--- src/rtl/dmem_arbiter.sv ---
// Round-robin two-requester sequencer in front of the single-port dmem; DMEM_ARB_FIXED_PRIO_EN selects fixed r0-first priority.
// Latency: grant cycle N, memory access N+1, rvalid pulse N+2; one access per two cycles.
// Backpressure: requests are held until gnt; no grant is issued while an access is in flight.
module dmem_arbiter #(
    parameter int DW = 32,
    parameter int AW = 20
) (
    input  logic          clk,
    input  logic          rst,
    input  logic          r0_req,
    input  logic          r0_we,
    input  logic [AW-1:0] r0_addr,
    input  logic [DW-1:0] r0_wdata,
    output logic          r0_gnt,
    output logic          r0_rvalid,
    output logic [DW-1:0] r0_rdata,
    input  logic          r1_req,
    input  logic          r1_we,
    input  logic [AW-1:0] r1_addr,
    input  logic [DW-1:0] r1_wdata,
    output logic          r1_gnt,
    output logic          r1_rvalid,
    output logic [DW-1:0] r1_rdata,
    output logic [31:0]   mem_addr,
    output logic          mem_we,
    output logic [DW-1:0] mem_wdata,
    input  logic [DW-1:0] mem_rdata
);

    typedef enum logic [1:0] {
        IDLE   = 2'd0,
        ACCESS = 2'd1,
        RESP   = 2'd2
    } state_t;

    state_t        state;
    logic [AW-1:0] addr_q;
    logic [DW-1:0] wdata_q;
    logic [DW-1:0] rdata_q;
    logic          we_q;
    logic          id_q;
    logic          last_id;
    logic          accept;
    logic          win1;
    logic          grant;

    // With last_id pinned to 1 the same select degenerates to r0-first priority.
`ifdef DMEM_ARB_FIXED_PRIO_EN
    assign last_id = 1'b1;
`else
    always_ff @(posedge clk or posedge rst) begin
        if (rst) begin
            last_id <= 1'b1;
        end else if (grant) begin
            last_id <= win1;
        end
    end
`endif

    assign accept = (state != ACCESS);
    assign win1   = r1_req & (~r0_req | ~last_id);
    assign r0_gnt = accept & r0_req & ~win1;
    assign r1_gnt = accept & win1;
    assign grant  = r0_gnt | r1_gnt;

    always_ff @(posedge clk or posedge rst) begin
        if (rst) begin
            state   <= IDLE;
            addr_q  <= '0;
            wdata_q <= '0;
            we_q    <= 1'b0;
            id_q    <= 1'b0;
            rdata_q <= '0;
        end else begin
            case (state)
                IDLE, RESP: begin
                    if (grant) begin
                        state   <= ACCESS;
                        addr_q  <= win1 ? r1_addr  : r0_addr;
                        wdata_q <= win1 ? r1_wdata : r0_wdata;
                        we_q    <= win1 ? r1_we    : r0_we;
                        id_q    <= win1;
                    end else begin
                        state <= IDLE;
                    end
                end
                ACCESS: begin
                    rdata_q <= we_q ? '0 : mem_rdata;
                    state   <= RESP;
                end
                default: state <= IDLE;
            endcase
        end
    end

    // mem_we decodes straight from state so an async reset drops it immediately.
    assign mem_addr  = {{(32-AW){1'b0}}, addr_q};
    assign mem_wdata = wdata_q;
    assign mem_we    = (state == ACCESS) & we_q;

    assign r0_rvalid = (state == RESP) & ~id_q;
    assign r1_rvalid = (state == RESP) & id_q;
    assign r0_rdata  = r0_rvalid ? rdata_q : '0;
    assign r1_rdata  = r1_rvalid ? rdata_q : '0;

endmodule

--- config.mk ---
export PLATFORM = sky130hd
export DESIGN_NAME = dmem_arbiter
export DESIGN_NICKNAME = d
export VERILOG_FILES = /design/src/rtl/dmem_arbiter.sv
export SDC_FILE = /design/constraint.sdc
export NUM_CORES = 1
export LEC_CHECK = 0
export CAP_MARGIN = 20
export CORE_UTILIZATION = 35
export DETAILED_ROUTE_END_ITERATION = 6
export PLACE_DENSITY_LB_ADDON = 0.05
export SLEW_MARGIN = 20
export SYNTH_ARGS = -nofsm -noshare
export SYNTH_HDL_FRONTEND = slang
export SYNTH_SLANG_ARGS = --single-unit
--- constraint.sdc ---
create_clock -name clk -period 4.96 [get_ports clk]
set_input_delay 0.496 -clock clk [delete_from_list [all_inputs] [get_ports clk]]
set_output_delay 0.496 -clock clk [all_outputs]
set_load 0.05 [all_outputs]
==> summary.md, run 1 <==
| Metric | Value |
|---|---|
| CP max-delay cell | `clkdlybuf4s50_1` |
| Clock period minus worst slack | `3110 ps` |
| Die height | `about 110 µm` |
| Slew Limit Fails | `0` |
| Post-Syn Instances | `529` |
| Number of global-route vias before repair | `4422` |
| TritonCTS buffer count | `9` |
| Primary FF master, synth | `dfrtp_1` |
| Syn Area/Cell | `just over 8 µm²` |
| Root Buffer | `clkbuf_16` |
| PD cells | `394 nW/µm²` |
| Post-CTS Setup Inserts | `0` |
| Post-CTS Resized | `0` |
| First-pass GRT wire length | `21.5 mm` |
| Area growth from synthesis to layout | `70.4%` |
| Vias/cell | `4.67` |
| CTS tree | `built` |
| Critical-path cell list | `clkdlybuf4s50_1 > a21bo_2 > buf_4 > nor2_1 > clkdlybuf4s50_1` |
| Fraction of registers with async set/reset | `100%` |
| Port Buf Inserts | `262` |
| EDFF count, synth | `0` |
| CP max FO | `55` |
| Placer Congestion | `0.810` |
| Via count | `4398` |
| Initial Util | `35.9%` |
| Fmax | `about 320 MHz` |
| Die area | `12800 µm²` |
| Leak pwr | `between 0.003 and 0.004 µW` |
| First-pass DRT Iterations | `4` |
| I/O Pins | `275` |
| Total track usage | `21.7%` |
| RSZ-0062 raised after global routing | `no` |
| Clock buffer depth | `2` |
| Post-Route Hold Slack | `487 ps` |
| Sequential fraction of the synthesis area | `51.4%` |
| Most numerous cell in the Yosys netlist | `nand2_1` |
| Status | `finished, final reports clean` |
| Total Wirelength | `13.5 mm` |
| Synth Register Bits | `89` |
| Worst-Skew Late Latency | `330 ps` |
| Most frequent CP cell | `clkdlybuf4s50_1` |
| CP endpoint kind | `output pin` |
| Total core area | `approximately 12000 µm²` |
| Post-layout util | `approximately 61%` |
| Setup crit start kind | `primary input` |
| CTS clk-pin slew, worst paths | `60 ps` |
| Hold Buf Count CTS | `0` |
| # setup viols final | `0` |
| Yosys warning count | `0` |
| CTS sink cnt | `89` |
| Fill count | `1090` |
| Critical Path RT | `4460 ps` |
| DP HPWL | `9.74 mm` |
| Fin. Hold Viols | `0` |
| Post-route DRC | `0` |
| Worst Path Arrival | `2610 ps` |
| Grt total ovfl | `0` |
| Hold Path Class | `reg2reg` |
| Max-Cap Viols | `0` |
| Row cnt | `40` |
| Area leader, netlist | `dfrtp_1` |
| Post-route setup TNS | `0 ps` |
| Ant diodes | `0` |
| Top-area cell type share of the netlist area | `between 50% and 60%` |
| Initial antenna violation count | `0` |
| Synth top area cells | `dfrtp_1 51%, nand2_1 15%, and2_1 9.2%, a31oi_1 7.7%, nor2_1 4.9%` |
| Tcrit/Tclk final | `62.6%` |
| Wire per inst | `14.4 µm` |
| Netlist cell types | `20` |
| Placed Cells | `925` |
| Setup Skew | `6.78 ps` |
| Worst slew margin | `48.9%` |
| Post-layout nets | `911` |
| Peak supply drop | `0.000182 V` |
| Layout Cells excl Fill | `942` |
| Pin count of the biggest net entering global routing | `68` |
| Layout cells sized above 1 | `3.49%` |
| Total power | `2910 µW` |
| CTS HTree Levels | `3` |
| Slew @ Worst Pin | `767 ps` |
| Synth top cells by count | `171 x nand2_1, 88 x dfrtp_1, 64 x and2_1, 56 x nor2_1, 53 x a31oi_1` |
| Worst path max stage delay | `830 ps` |
| Final ANT Viol Nets | `0` |
| Mapped Area | `4330 µm²` |
| DRT iter0 DRCs | `~190` |
| Crit Path Class | `in2out` |
| Die width | `113 µm` |
stage by stage:
step	area, µm²	setup slack, ps
2_1_floorplan	4370	2160
3_3_place_gp	7000	1870
3_5_place_dp	7020	1830
4_1_cts	7350	1710
5_1_grt	7380	1750
6_report	7380	1850
cells by family (layout without fill, tap and decap cells):
kind of cell	count (synthesis)	after routing	synth area share [%]
other	1	12	0.0866
DFF	89	89	51.4
buffers and inverters	55	289	6.67
and+or+nand+nor	294	294	29.4
AOI/OAI and AO/OA	90	90	12.4
layer usage:
metal | GRT usage [%] | vias up | wire (µm)
met4 | 12.4 | 0 | 571
met2 | 38.5 | 198 | 6750
met3 | 6.21 | 35 | 1140
li1 | - | 2158 | -
met5 | 0 | - | 0
met1 | 23.0 | 2007 | 5090
placed cells by master, fill, tap and decap left out, types with 4 or more instances in the layout:
cell type | netlist | final
clkdlybuf4s50_1 | 0 | 262
a31oi_1 | 53 | 53
clkbuf_16 | 0 | 9
clkbuf_1 | 9 | 4
nor2_1 | 56 | 56
dfrtp_1 | 88 | 88
conb_1 | 1 | 12
nand2_1 | 171 | 171
o21ai_0 | 32 | 32
and2_1 | 64 | 64
buf_4 | 13 | 5
final cells by class:
class                           instances  area [µm²]  share of cell area, %
Inverter                                4        16.3                  0.220
Clock inverter                          3        90.1                   1.22
Sequential cell                        89        2230                   30.2
Tap cell                              168         210                   2.85
Multi-Input combinational cell        396        1890                   25.6
Timing Repair Buffer                  269        2710                   36.7
Clock buffer                           13         240                   3.26
path summary, 6_finish.rpt:
check	startpoint	to	slack, ps	cells past startpoint
max	r0_req	r1_gnt	1850	5
min	rdata_q[1]$_DFFE_PP0N_	rdata_q[1]$_DFFE_PP0N_	490	2
max reg2reg	state[0]$_DFF_PP0_	addr_q[5]$_DFFE_PP0P_	3170	4
min reg2reg	rdata_q[1]$_DFFE_PP0N_	rdata_q[1]$_DFFE_PP0N_	490	2
max in group asynchronous	rst	we_q$_DFFE_PP0P_	3270	3
min in group asynchronous	rst	mem_wdata[27]$_DFFE_PP0P_	590	2
worst max-delay path, delay by kind of cell:
kind,cells,cell delay (ps)
buffers and inverters,3,1650
AOI/OAI and AO/OA,1,260
and+or+nand+nor,1,210
registers in the layout, indices dropped and copies added, names as in the netlist:
register   flops
id_q           1
mem_wdata     32
addr_q        20
we_q           1
last_id        1
state          2
rdata_q       32
where the power goes:
part	switching [µW]	internal [µW]	leakage, µW
Sequential	99.1	892	0.00106
Combinational	740	417	0.00188
Clock	266	493	0.000158
Total	1110	1800	0.00311
(Power assumes the default switching activity.)
==> run 2: changes to the inputs <==
--- a/config.mk
+++ b/config.mk
@@ -6,7 +6,7 @@
 export NUM_CORES = 1
 export LEC_CHECK = 0
 export CAP_MARGIN = 20
-export CORE_UTILIZATION = 35
+export CORE_UTILIZATION = 33
 export DETAILED_ROUTE_END_ITERATION = 6
 export PLACE_DENSITY_LB_ADDON = 0.05
 export SLEW_MARGIN = 20
==> constraint.sdc (replaced) <==
create_clock -name clk -period 2.65 [get_ports clk]
set_input_delay 0.265 -clock clk [delete_from_list [all_inputs] [get_ports clk]]
set_output_delay 0.265 -clock clk [all_outputs]
set_load 0.05 [all_outputs]
==> run 2 against run 1 <==
Net effect: routed wire length shrank 2.4%; cell count grew 0.74%; largest cell class unchanged; die area grew 5.9%; register-to-register slack got worse by 2000 ps; count of clock-buffer cells in the layout is the same; combinational power increased by 85%; largest power group unchanged.
==> summary.md, run 2 (synthesis results as in run 1) <==
| Metric | Value |
|---|---|
| Die area | `around 14000 µm²` |
| Placer Congestion | `0.772` |
| Setup crit start kind | `flop` |
| CTS tree | `built` |
| Tcrit/Tclk final | `a little over nine tenths` |
| Port Buf Inserts | `262` |
| Wire per inst | `13.9 µm` |
| Post-CTS Resized | `0` |
| Fin area | `7250 µm²` |
| Row cnt | `41` |
| CP endpoint kind | `output pin` |
| Post-layout nets | `914` |
| Number of stages on the worst setup path | `3` |
| RSZ-0062 raised after global routing | `no` |
| DP HPWL | `9.75 mm` |
| CTS HTree Levels | `3` |
| Slew @ Worst Pin | `569 ps` |
| Layout cells sized above 1 | `10.8%` |
| PD cells | `727 nW/µm²` |
| Reg2Reg Capture Point | `mem_wdata[16]$_DFFE_PP0P_` |
| Status | `finished, final reports clean` |
| WP buf/inv | `1` |
| Via count | `4362` |
| Placed Cells | `933` |
| Peak supply drop | `0.000333 V` |
| Setup crit end | `r0_rdata[23]` |
| Total Wirelength | `13.2 mm` |
| Post-route setup TNS | `0 ps` |
| Grt total ovfl | `0` |
| Worst slew margin | `62.0%` |
| Number of global-route vias before repair | `4013` |
| Worst-Skew Late Latency | `340 ps` |
| Initial antenna violation count | `0` |
| Most common cell after layout, fill and taps aside | `clkdlybuf4s50_1` |
| Hold Buf Count CTS | `0` |
| Reg2Reg Setup Slack | `1130 ps` |
| Fill count | `approximately 1200` |
| Critical Path Start | `state[0]$_DFF_PP0_` |
| CP max FO | `8` |
| Clock buffer depth | `2` |
| Hold Path Class | `in2async` |
| DRT iter0 DRCs | `185` |
| DR top layer | `met4` |
| Setup Skew | `about 8.3 ps` |
| Final ANT Viol Nets | `0` |
| Post-layout util | `between 50% and 60%` |
| CP max-delay cell | `clkdlybuf4s50_1` |
| Post-CTS Setup Inserts | `0` |
| Worst path max stage delay | `800 ps` |
| Reg2reg path depth | `4` |
| Slew Limit Fails | `0` |
| Total track usage | `19.5%` |
| Root Buffer | `clkbuf_16` |
| Clock period minus worst slack | `roughly 2500 ps` |
| Critical Path RT | `2380 ps` |
| Layout Cells excl Fill | `949` |
| Delay-heaviest family, CP | `buffers and inverters` |
| CTS clk-pin slew, worst paths | `60 ps` |
| Met3 wire length | `1.16 mm` |
| Die width | `117 µm` |
| Ant diodes | `0` |
| Total core area | `12700 µm²` |
| Max-Cap Viols | `0` |
| Commonest cells after routing, fill and taps aside | `209 x clkdlybuf4s50_1, 171 x nand2_1, 88 x dfrtp_1, 64 x and2_1, 59 x buf_4` |
| Area growth from synthesis to layout | `67.3%` |
| Initial Util | `34.0%` |
| TritonCTS buffer count | `9` |
| First-pass GRT wire length | `20.0 mm` |
| Die height | `~120 µm` |
| First-pass DRT Iterations | `4` |
| WL met1 | `5.15 mm` |
| CTS sink cnt | `just under 90` |
| Placed Area | `6960 µm²` |
| Met2 WL | `6.63 mm` |
| Post-Route Hold Slack | `354 ps` |
| Post-route DRC | `0` |
| Worst Path Arrival | `approximately 2200 ps` |
| Fmax | `401 MHz` |
| Pin count of the biggest net entering global routing | `90` |
| Crit Path Class | `reg2out` |
| Critical-path cell list | `nor3b_2 > and2_1 > clkdlybuf4s50_1` |
| # setup viols final | `0` |
| Leak pwr | `0.00322 µW` |
| Worst r2r src | `state[0]$_DFF_PP0_` |
| Vias/cell | `4.60` |
| I/O Pins | `275` |
| Fin. Hold Viols | `0` |
[run 2: final cells by class]
| type | instances | area (µm²) | share of cell area [%] |
|---|---|---|---|
| clock inverters | 3 | 40.0 | 0.552 |
| inverters | 4 | 16.3 | 0.224 |
| flip-flops and latches | 89 | 2230 | 30.7 |
| multi-input cells | 396 | 1880 | 26.0 |
| well taps | 172 | 215 | 2.97 |
| clock buffers | 13 | 250 | 3.45 |
| repair buffers | 272 | 2620 | 36.1 |
[run 2: report_power, final]
| group | switching (µW) | internal [µW] | total, µW |
|---|---|---|---|
| sequential | 193 | 1670 | 1860 |
| combinational | 1380 | 772 | 2150 |
| clock | 500 | 754 | 1250 |
| total | 2070 | 3200 | 5270 |
[run 2: worst min path at each step]
stage,from,endpoint,depth (start not counted)
4_1_cts,rst,addr_q[15]$_DFFE_PP0P_,3
2_1_floorplan,mem_rdata[30],rdata_q[30]$_DFFE_PP0N_,2
3_3_place_gp,rdata_q[12]$_DFFE_PP0N_,rdata_q[12]$_DFFE_PP0N_,2
6_report,rst,addr_q[12]$_DFFE_PP0P_,3
5_1_grt,rst,addr_q[16]$_DFFE_PP0P_,3
3_5_place_dp,rdata_q[12]$_DFFE_PP0N_,rdata_q[12]$_DFFE_PP0N_,2
[run 2: worst min-delay path, delay by kind of cell]
kind / cells / cell delay [ps]
buffers and inverters: 3 / 860
[run 2: stage by stage]
stage / setup slack [ps] / power, µW
final: 156 / 5270
after global routing: 9.21 / 5580
after CTS: 111 / 5340
after detailed placement: 495 / 4060
after global placement: 525 / 4020
after floorplan: 79.7 / 3210
[run 2: per-layer routing]
metal | vias up | global-route usage [%]
met5 | - | 0
met2 | 167 | 34.1
met1 | 2014 | 22.1
met4 | 0 | 7.51
met3 | 16 | 6.43
li1 | 2165 | -
==> run 3: changes to the inputs <==
--- a/config.mk
+++ b/config.mk
@@ -9,7 +9,8 @@
 export CORE_UTILIZATION = 33
 export DETAILED_ROUTE_END_ITERATION = 6
 export PLACE_DENSITY_LB_ADDON = 0.05
-export SLEW_MARGIN = 20
+export SETUP_SLACK_MARGIN = 0.15
+export SLEW_MARGIN = 0
 export SYNTH_ARGS = -nofsm -noshare
 export SYNTH_HDL_FRONTEND = slang
 export SYNTH_SLANG_ARGS = --single-unit
==> run 3 against run 2 <==
Net effect: core utilization about the same; worst hold slack improved by 56 ps; via count decreased by 1.1%; power decreased by 2.2%; sequential share of layout area about the same; critical endpoint unchanged; highest routed layer unchanged.
==> summary.md, run 3 (synthesis results as in run 1) <==
| Metric | Value |
|---|---|
| Status | `finished, final reports clean` |
| Switch share | `around 40%` |
| First-pass GRT wire length | `20.2 mm` |
| Worst Path Arrival | `2180 ps` |
| Die area | `13600 µm²` |
| Initial antenna violation count | `0` |
| CP endpoint kind | `output pin` |
| CTS tree | `built` |
| Tcrit/Tclk final | `92.3%` |
| First-pass DRT Iterations | `4` |
| Post-layout nets | `915` |
| Die width | `117 µm` |
| Vias/cell | `4.54` |
| RSZ-0062 raised after global routing | `yes` |
| PD cells | `710 nW/µm²` |
| Clock group share of total power | `22.2%` |
| Grt total ovfl | `0` |
| Most common cell after layout, fill and taps aside | `clkdlybuf4s50_1` |
| Worst slew margin | `49.2%` |
| Row cnt | `just over 40` |
| Post-route DRC | `0` |
| DRT iter0 DRCs | `248` |
| Placed Area | `around 7000 µm²` |
| Total track usage | `19.4%` |
| Initial Util | `34.0%` |
| Die height | `117 µm` |
| Number of global-route vias before repair | `4011` |
| Int Pwr | `3100 µW` |
| Slew @ Worst Pin | `760 ps` |
| Seq pwr share | `36.1%` |
| Clock period minus worst slack | `between 2000 and 2500 ps` |
| Crit Path Class | `reg2out` |
| Ant diodes | `0` |
| CTS clk-pin slew, worst paths | `60 ps` |
| Port Buf Inserts | `262` |
| Hold Path Class | `in2async` |
| Net Sw Power | `around 2000 µW` |
| Fmax | `409 MHz` |
| Critical Path RT | `about 2400 ps` |
| Pin count of the biggest net entering global routing | `76` |
| Placer Congestion | `about 0.73` |
| Hold Buf Count CTS | `0` |
| Layout cells sized above 1 | `around a tenth` |
| Total core area | `12700 µm²` |
| CTS sink cnt | `89` |
| Setup crit start kind | `flop` |
| # setup viols final | `0` |
| DP HPWL | `9.89 mm` |
| Area growth from synthesis to layout | `67.4%` |
| Slew Limit Fails | `0` |
| Root Buffer | `clkbuf_16` |
| Commonest cells after routing, fill and taps aside | `197 x clkdlybuf4s50_1, 171 x nand2_1, 88 x dfrtp_1, 64 x and2_1, 60 x buf_4` |
| Max-Cap Viols | `0` |
| Post-route setup TNS | `0 ps` |
| Via count | `approximately 4300` |
| Final ANT Viol Nets | `0` |
| Fill count | `1231` |
| Fin area | `7250 µm²` |
| Fin. Hold Viols | `0` |
| Worst-Skew Late Latency | `330 ps` |
| Wire per inst | `13.9 µm` |
| Worst path max stage delay | `800 ps` |
| Critical-path cell list | `nor3b_2 > and2_1 > clkdlybuf4s50_1` |
| Total Wirelength | `13.2 mm` |
| Leak pwr | `between 0.003 and 0.004 µW` |
| Post-Route Hold Slack | `between 400 and 500 ps` |
| TritonCTS buffer count | `9` |
| Setup Skew | `4.42 ps` |
| I/O Pins | `275` |
| Clock buffer depth | `2` |
| CP max-delay cell | `clkdlybuf4s50_1` |
| CTS HTree Levels | `3` |
| Peak supply drop | `approximately 0.00030 V` |
| CP max FO | `8` |
| Comb power frac | `41.7%` |
run 3: cell count changes in the layout (fill, tap and decap cells not counted), sizes merged:
cell	change
buf	+1
bufinv	-1
clkbuf	+2
clkdlybuf4s50	-12
clkinv	-2
clkinvlp	+1
dlygate4sd2	+2
dlymetal6s2s	+10
run 3: path summary, 6_finish.rpt:
kind	start	to	slack [ps]	depth (start not counted)
min in group clk	mem_rdata[24]	rdata_q[24]$_DFFE_PP0N_	490	3
min	rst	addr_q[8]$_DFFE_PP0P_	410	2
max in group asynchronous	rst	addr_q[11]$_DFFE_PP0P_	1630	3
max reg2reg	last_id$_DFFE_PP1P_	addr_q[9]$_DFFE_PP0P_	1010	4
min reg2reg	rdata_q[27]$_DFFE_PP0N_	rdata_q[27]$_DFFE_PP0N_	500	2
max	state[0]$_DFF_PP0_	r0_rdata[23]	200	3
run 3: critical path, delay by kind of cell (launching register included):
| kind | cells | cell delay, ps |
|---|---|---|
| buffers and inverters | 1 | 800 |
| flip-flops | 1 | 450 |
| AND/OR/NAND/NOR | 2 | 600 |
run 3: power by group through the flow:
stage	combinational, µW	clock (µW)	sequential (µW)
after floorplan	766	0	2450
after global placement	2140	0	1870
after detailed placement	2170	0	1880
after CTS	2170	1180	1860
after global routing	2300	1240	1910
final	2150	1140	1860
run 3: cell type report:
class	count	area, µm²	share of cell area [%]
clock buffers	15	258	3.55
clock inverters	1	5.00	0.0690
inverters	4	18.8	0.259
multi-input cells	396	1880	25.9
flip-flops and latches	89	2230	30.7
well taps	172	215	2.97
repair buffers	273	2650	36.5
run 3: what timing repair did:
| action | CTS | global route |
|---|---|---|
| endpoints found under the setup margin | 2 | 11 |
| gates resized for setup | 2 | 10 |
| buffers inserted | 0 | 0 |
| gates cloned | 0 | 0 |
run 3: routing by layer:
metal / vias to the layer above / GRT usage [%] / share of wire, %
met5: - / 0 / 0
met4: 0 / 7.51 / 1.8
met3: 14 / 5.86 / 8.7
met2: 170 / 33.5 / 50
met1: 1957 / 22.7 / 40
li1: 2171 / - / -
run 3: stage by stage:
stage	instances	worst slack [ps]	util (%)	power, µW
6_report	950	204	57.0	5150
3_5_place_dp	934	451	54.8	4050
5_1_grt	950	81.3	57.0	5450
3_3_place_gp	934	489	54.8	4010
2_1_floorplan	540	765	-	3210
4_1_cts	950	154	56.8	5220
